[src/rtl/bp_update_sched.sv]
// rtl/bp_update_sched.sv - branch-resolution queue feeding the predictor's two in-order update ports
//
// Ports:
//   clk, rst            clock, synchronous active-high reset
//   flush               pipeline flush: clears the queue, starts the training hold-off
//   in0_* / in1_*       resolution records from the branch units (in0 older than in1)
//   in_ready            at least two free slots this cycle
//   upd0_* / upd1_*     update records to the predictor (upd0 older than upd1)
//   occupancy           entries currently held
//   drop_cnt            saturating count of records rejected by a full queue

`ifndef INST_ADDR_WIDTH
`define INST_ADDR_WIDTH 32
`endif
`ifndef BP_GHR_BITS
`define BP_GHR_BITS 16
`endif

module bp_update_sched #(
    parameter int DEPTH       = 8,
    parameter int HOLD_CYCLES = 2,
    parameter int DUAL_EN     = 1,
    parameter int GHR_BITS    = `BP_GHR_BITS
) (
    input  logic                            clk,
    input  logic                            rst,
    input  logic                            flush,
    input  logic                            in0_valid,
    input  logic [`INST_ADDR_WIDTH-1:0]     in0_pc,
    input  logic [`INST_ADDR_WIDTH-1:0]     in0_target,
    input  logic                            in0_taken,
    input  logic                            in0_is_call,
    input  logic                            in0_is_return,
    input  logic [GHR_BITS-1:0]             in0_hist,
    input  logic                            in1_valid,
    input  logic [`INST_ADDR_WIDTH-1:0]     in1_pc,
    input  logic [`INST_ADDR_WIDTH-1:0]     in1_target,
    input  logic                            in1_taken,
    input  logic                            in1_is_call,
    input  logic                            in1_is_return,
    input  logic [GHR_BITS-1:0]             in1_hist,
    output logic                            in_ready,
    output logic                            upd0_valid,
    output logic [`INST_ADDR_WIDTH-1:0]     upd0_pc,
    output logic                            upd0_taken,
    output logic [`INST_ADDR_WIDTH-1:0]     upd0_target,
    output logic [GHR_BITS-1:0]             upd0_hist,
    output logic                            upd0_is_call,
    output logic                            upd0_is_return,
    output logic                            upd1_valid,
    output logic [`INST_ADDR_WIDTH-1:0]     upd1_pc,
    output logic                            upd1_taken,
    output logic [`INST_ADDR_WIDTH-1:0]     upd1_target,
    output logic [GHR_BITS-1:0]             upd1_hist,
    output logic                            upd1_is_call,
    output logic                            upd1_is_return,
    output logic [$clog2(DEPTH):0]          occupancy,
    output logic [7:0]                      drop_cnt
);

    localparam int AW = `INST_ADDR_WIDTH;
    localparam int PW = $clog2(DEPTH);
    localparam int OW = $clog2(DEPTH) + 1;
    localparam int HW = (HOLD_CYCLES > 0) ? $clog2(HOLD_CYCLES + 1) : 1;

    typedef struct packed {
        logic [AW-1:0]       pc;
        logic [AW-1:0]       target;
        logic [GHR_BITS-1:0] hist;
        logic                taken;
        logic                is_call;
        logic                is_return;
    } entry_t;

    typedef enum logic {S_RUN = 1'b0, S_HOLD = 1'b1} state_t;

    entry_t          mem [DEPTH];
    logic [PW-1:0]   rd_ptr;
    logic [PW-1:0]   wr_ptr;
    logic [OW-1:0]   occ_q;
    logic [7:0]      drop_q;
    state_t          state_q, state_d;
    logic [HW-1:0]   hold_q, hold_d;

    entry_t          e0, e1, head0, head1, out0, out1;
    logic            v0, v1, ras0, ras1;
    logic [1:0]      n_valid, enq_n, deq_n;
    logic            drop_inc;
    logic [8:0]      drop_sum;
    logic [7:0]      drop_next;
    logic [PW-1:0]   wr_ptr1;

    assign e0 = '{pc: in0_pc, target: in0_target, hist: in0_hist, taken: in0_taken,
                  is_call: in0_is_call, is_return: in0_is_return};
    assign e1 = '{pc: in1_pc, target: in1_target, hist: in1_hist, taken: in1_taken,
                  is_call: in1_is_call, is_return: in1_is_return};

    // Free-space check uses start-of-cycle occupancy; same-cycle pops do not help.
    assign in_ready = (occ_q <= OW'(DEPTH - 2));
    assign n_valid  = {1'b0, in0_valid} + {1'b0, in1_valid};
    assign enq_n    = in_ready ? n_valid : 2'd0;
    assign drop_inc = !flush && !in_ready && (n_valid != 2'd0);
    assign drop_sum = {1'b0, drop_q} + {7'd0, n_valid};
    assign drop_next = drop_sum[8] ? 8'hFF : drop_sum[7:0];
    assign wr_ptr1  = wr_ptr + PW'(1);

    // Issue side: the predictor's RAS accepts one call/return per cycle, so an
    // adjacent RAS pair at the head is split across two cycles.
    assign head0 = mem[rd_ptr];
    assign head1 = mem[rd_ptr + PW'(1)];
    assign ras0  = head0.is_call | head0.is_return;
    assign ras1  = head1.is_call | head1.is_return;
    assign v0    = (state_q == S_RUN) && (occ_q != '0);
    assign v1    = (DUAL_EN != 0) && v0 && (occ_q >= OW'(2)) && !(ras0 && ras1);
    assign deq_n = {1'b0, v0} + {1'b0, v1};

    assign out0 = v0 ? head0 : '0;
    assign out1 = v1 ? head1 : '0;

    assign upd0_valid     = v0;
    assign upd0_pc        = out0.pc;
    assign upd0_taken     = out0.taken;
    assign upd0_target    = out0.target;
    assign upd0_hist      = out0.hist;
    assign upd0_is_call   = out0.is_call;
    assign upd0_is_return = out0.is_return;
    assign upd1_valid     = v1;
    assign upd1_pc        = out1.pc;
    assign upd1_taken     = out1.taken;
    assign upd1_target    = out1.target;
    assign upd1_hist      = out1.hist;
    assign upd1_is_call   = out1.is_call;
    assign upd1_is_return = out1.is_return;

    assign occupancy = occ_q;
    assign drop_cnt  = drop_q;

    always_comb begin
        state_d = state_q;
        hold_d  = hold_q;
        if (flush) begin
            if (HOLD_CYCLES > 0) begin
                state_d = S_HOLD;
                hold_d  = HW'(HOLD_CYCLES);
            end else begin
                state_d = S_RUN;
                hold_d  = '0;
            end
        end else if (state_q == S_HOLD) begin
            hold_d = hold_q - HW'(1);
            if (hold_q == HW'(1)) begin
                state_d = S_RUN;
            end
        end
    end

    always_ff @(posedge clk) begin
        if (rst) begin
            state_q <= S_RUN;
            hold_q  <= '0;
            rd_ptr  <= '0;
            wr_ptr  <= '0;
            occ_q   <= '0;
            drop_q  <= '0;
        end else begin
            state_q <= state_d;
            hold_q  <= hold_d;
            if (flush) begin
                rd_ptr <= '0;
                wr_ptr <= '0;
                occ_q  <= '0;
            end else begin
                wr_ptr <= wr_ptr + PW'(enq_n);
                rd_ptr <= rd_ptr + PW'(deq_n);
                occ_q  <= occ_q + OW'(enq_n) - OW'(deq_n);
                if (drop_inc) begin
                    drop_q <= drop_next;
                end
            end
        end
    end

    // Compacted write: a lone in1 lands at wr_ptr, not wr_ptr+1.
    always_ff @(posedge clk) begin
        if (!rst && !flush && in_ready) begin
            if (in0_valid) begin
                mem[wr_ptr] <= e0;
            end
            if (in1_valid) begin
                mem[in0_valid ? wr_ptr1 : wr_ptr] <= e1;
            end
        end
    end

endmodule
[config.mk]
export PLATFORM = sky130hd
export DESIGN_NAME = bp_update_sched
export DESIGN_NICKNAME = d
export VERILOG_FILES = /design/src/rtl/bp_update_sched.sv
export SDC_FILE = /design/constraint.sdc
export NUM_CORES = 1
export LEC_CHECK = 0
export BUFFER_PORTS_ARGS = -buffer_cell sky130_fd_sc_hd__buf_2
export CAP_MARGIN = 10
export CORE_ASPECT_RATIO = 2
export CORE_MARGIN = 1
export CORE_UTILIZATION = 30
export CTS_BUF_LIST = sky130_fd_sc_hd__clkbuf_8
export CTS_CLUSTER_SIZE = 30
export DETAILED_ROUTE_END_ITERATION = 7
export HOLD_SLACK_MARGIN = 0.03
export REMOVE_ABC_BUFFERS = 1
export SLEW_MARGIN = 20
export SYNTH_ARGS = -nofsm -noshare
export SYNTH_HDL_FRONTEND = slang
export SYNTH_SLANG_ARGS = --single-unit
[constraint.sdc]
create_clock -name clk -period 6.9 [get_ports clk]
set_input_delay 0.345 -clock clk [delete_from_list [all_inputs] [get_ports clk]]
set_output_delay 0.345 -clock clk [all_outputs]
set_load 0.02 [all_outputs]
==> flow_summary.yaml <==
status:
  status: "finished, final reports clean"
clock_network:
  root_buffer: "clkbuf_8"
  cts_hold_buf: 252
  tritoncts: "done"
  cts_setup_buffers: 0
  numCtsBuffers: 109
  cts.sinks: 685
  htreeDepth: 3
  cts_resized: 0
  worstSkewPairLatency_ns: 0.79
  max-clock-path-buffers: 3
  path_clk_slew_ns: 0.07
yosys:
  synth_area_mm2: 0.0406
  synth.distinct_cells: 48
  yosys_warnings: 0
  synth-seq-area-share_pct: 50.1
  synth-edff-count: 664
  yosysTopAreaCellShare_pct: 49.1
  async_flop_share_pct: 0
  synth.largest_area_cell: "edfxtp_1"
  synth_area_leaders: "edfxtp_1, mux4_2, mux2_2, mux2_1, mux2i_1"
  avgSynthCellArea_um2: 16.4
  synth-seq-cells: 685
  ys.flop_type: "edfxtp_1"
  synthCells: 2470
sta:
  setup_viol: 0
  max-slew-margin-rel_pct: 30.0
  rsz0062_at_grt: "false"
  drv_slew: 0
  fin_crit_ns: 5.37
  finClkSkew_ns: 0.0289
  fin_hold_ws_ns: 0.194
  tightest_slew_ns: 1.05
  fmaxAchievable_mhz: 186
  hold_violations: 0
  post-route-period-util_pct: 77.9
setup_path:
  critPathTopFamily: "buffers and inverters"
  crit_top_cell: "buf_4"
  endpoint_kind: "output pin"
  path_class: "reg -> out"
  crit_path_start_kind: "register"
  path_buf_inv: 4
  path_cells: "buf_4 > buf_4 > buf_4 > mux4_2 > mux2_2 > nand2_1 > a21oi_1 > buf_2"
  cp.arrival_ns: 5.03
  crit_fanout: 57
  cp_slowest_stage_delay_ns: 0.84
  required_ns: 6.55
  cp_slowest_cell: "buf_4"
grt:
  grt_pass1_wl_um: 191000
  antenna_found_initial: 12
  grt_max_degree: 123
  grt_overflow: 0
  grtUsageTotal_pct: 19.4
  grt_pass1_vias: 28400
placed_design:
  port_buffers: 351
  gp_congestion: 0.796
  dp_hpwl_um: 71400
power_and_ir_drop:
  power.density_mw_per_mm2: 270
  leakage_nw: 15.8
  ir_drop_mv: 0.237
  power_mw: 13.1
finish:
  final-seq-area_mm2: 0.0204
  finish.utilization_pct: 36.3
  multi_input_comb_area_mm2: 0.0191
  drive_above_1_share_pct: 43.9
  nets: 3214
  syn2layout_area_growth_pct: 19.8
  n_fill_cell: 12900
routing:
  drc: 0
  antenna_left: 0
  drt-pass1-iter-count: 6
  dr_total_vias: 26000
  drtIter0Drc: 1363
  avgRoutedWirePerCell_um: 27.4
  viasPerCell: 5.36
  wirelength_um: 133000
floorplan:
  rows: 190
  die-area_mm2: 0.137
  die_h_um: 522
  initial_utilization_pct: 30.3
  io_pins: 352
  die_w_um: 262
  core_area_mm2: 0.134
min_path:
  min_path_type: "in -> reg"
flow_run:
  drv_cap: 0
-- logic make-up (layout without fill, tap and decap cells) --
family,Yosys count,count (layout),share of synthesized area (%)
XOR/XNOR,9,9,0.213
AO/OA/AOI/OAI,122,122,1.68
buffers and inverters,229,872,3.30
flip-flops,685,685,50.1
multiplexers,1164,1164,41.3
adder cells (fa/ha/maj),21,21,0.740
other,0,6,0
AND/OR/NAND/NOR,240,240,2.65
-- state kept, by name (all words and copies together) (netlist names) --
signal / count
mem: 664
drop_cnt: 8
occupancy: 4
rd_ptr: 3
wr_ptr: 3
hold_q: 2
state_q: 1
-- layout by cell type (no fill, tap or decap), drive strengths merged, types with 2 or more instances in the layout --
cell type / Yosys / layout
nor4bb: 2 / 2
a21oi: 96 / 96
nand3: 2 / 2
mux2: 745 / 745
xnor2: 5 / 5
nor3: 22 / 22
clkinvlp: 0 / 4
a31oi: 2 / 2
nor2: 102 / 102
or2: 3 / 3
xor2: 4 / 4
nand2b: 3 / 3
inv: 22 / 65
nand2: 88 / 88
and2: 6 / 6
o21bai: 9 / 9
clkbuf: 33 / 110
a211oi: 4 / 4
dlygate4sd3: 0 / 252
mux2i: 85 / 85
ha: 16 / 16
diode: 0 / 6
mux4: 334 / 334
nor2b: 3 / 3
and3b: 2 / 2
edfxtp: 664 / 664
fa: 5 / 5
a221oi: 2 / 2
nand4: 4 / 4
bufinv: 0 / 8
dfxtp: 21 / 21
clkinv: 0 / 37
o21ai: 2 / 2
buf: 174 / 396
-- through the flow --
stage	setup TNS (ns)	instances	cell area, um^2	setup slack [ns]
after floorplan	-1661.37	2263	39300	-11.96
after global placement	0	4387	44000	1.90
after detailed placement	0	4387	44000	1.89
after CTS	0	4841	48600	1.29
after global routing	0	4845	48700	1.04
final	0	4847	48700	1.53
-- synthesized netlist by cell type, types with 2 or more instances --
cell / instances
nor4bb_1: 2
a221oi_1: 2
and2_1: 5
mux4_2: 334
xnor2_1: 5
nand4_1: 3
a21oi_1: 96
edfxtp_1: 664
buf_6: 24
inv_1: 22
buf_4: 47
nand2b_1: 3
dfxtp_1: 21
and3b_1: 2
o21bai_1: 9
xor2_1: 3
o21ai_0: 2
a31oi_1: 2
nand3_1: 2
a211oi_1: 4
mux2_2: 468
fa_1: 5
nor3_2: 8
nor2_1: 101
ha_1: 16
or2_2: 3
clkbuf_1: 33
nand2_1: 88
nor2b_1: 3
mux2i_1: 85
buf_2: 99
nor3_1: 14
mux2_1: 277
buf_1: 4
-- power breakdown --
part | internal [mW] | switching (mW)
clock | 1.79 | 1.79
sequential | 4.69 | 0.103
combinational | 2.08 | 2.68
-- worst reg2reg max path, delay by kind of cell, from the launching register on --
| family | cells | cell delay (ns) |
|---|---|---|
| flops | 1 | 0.90 |
| buf+inv | 1 | 0.10 |
| mux | 1 | 1.00 |
| compound gates | 4 | 0.87 |
| fa+ha+maj | 4 | 1.75 |
| simple gates | 1 | 0.05 |
| xor+xnor | 1 | 0.13 |
-- layout make-up --
class | count | area share, %
Inverter | 22 | 0.170
Tap cell | 1728 | 4.44
Multi-Input combinational cell | 1556 | 39.3
Clock buffer | 110 | 3.11
Timing Repair Buffer | 648 | 9.85
Clock inverter | 92 | 1.28
Sequential cell | 685 | 41.9
Antenna cell | 6 | 0.0309
-- path summary, 6_finish.rpt --
| check | endpoint | depth (start not counted) | from | slack [ns] |
|---|---|---|---|---|
| max | upd1_target[9] | 8 | rd_ptr[0]$_SDFF_PP0_ | 1.53 |
| max reg2reg | occupancy[3]$_SDFF_PP0_ | 12 | rd_ptr[1]$_SDFF_PP0_ | 2.01 |
| min | drop_cnt[4]$_SDFFE_PP0P_ | 6 | in1_valid | 0.19 |
| min reg2reg | hold_q[0]$_SDFFE_PP0P_ | 2 | hold_q[0]$_SDFFE_PP0P_ | 0.53 |
-- metal layers --
layer / share of wire, % / track usage, % / wire length (um) / vias to the layer above
met3: 5.1 / 3.23 / 6830 / 229
met5: 0.056 / 0 / 74 / -
met4: 2.6 / 6.64 / 3450 / 12
met2: 52 / 34.8 / 69300 / 818
met1: 40 / 23.0 / 53300 / 13700
li1: - / - / - / 11200
Power figures use the tool's default switching activity.
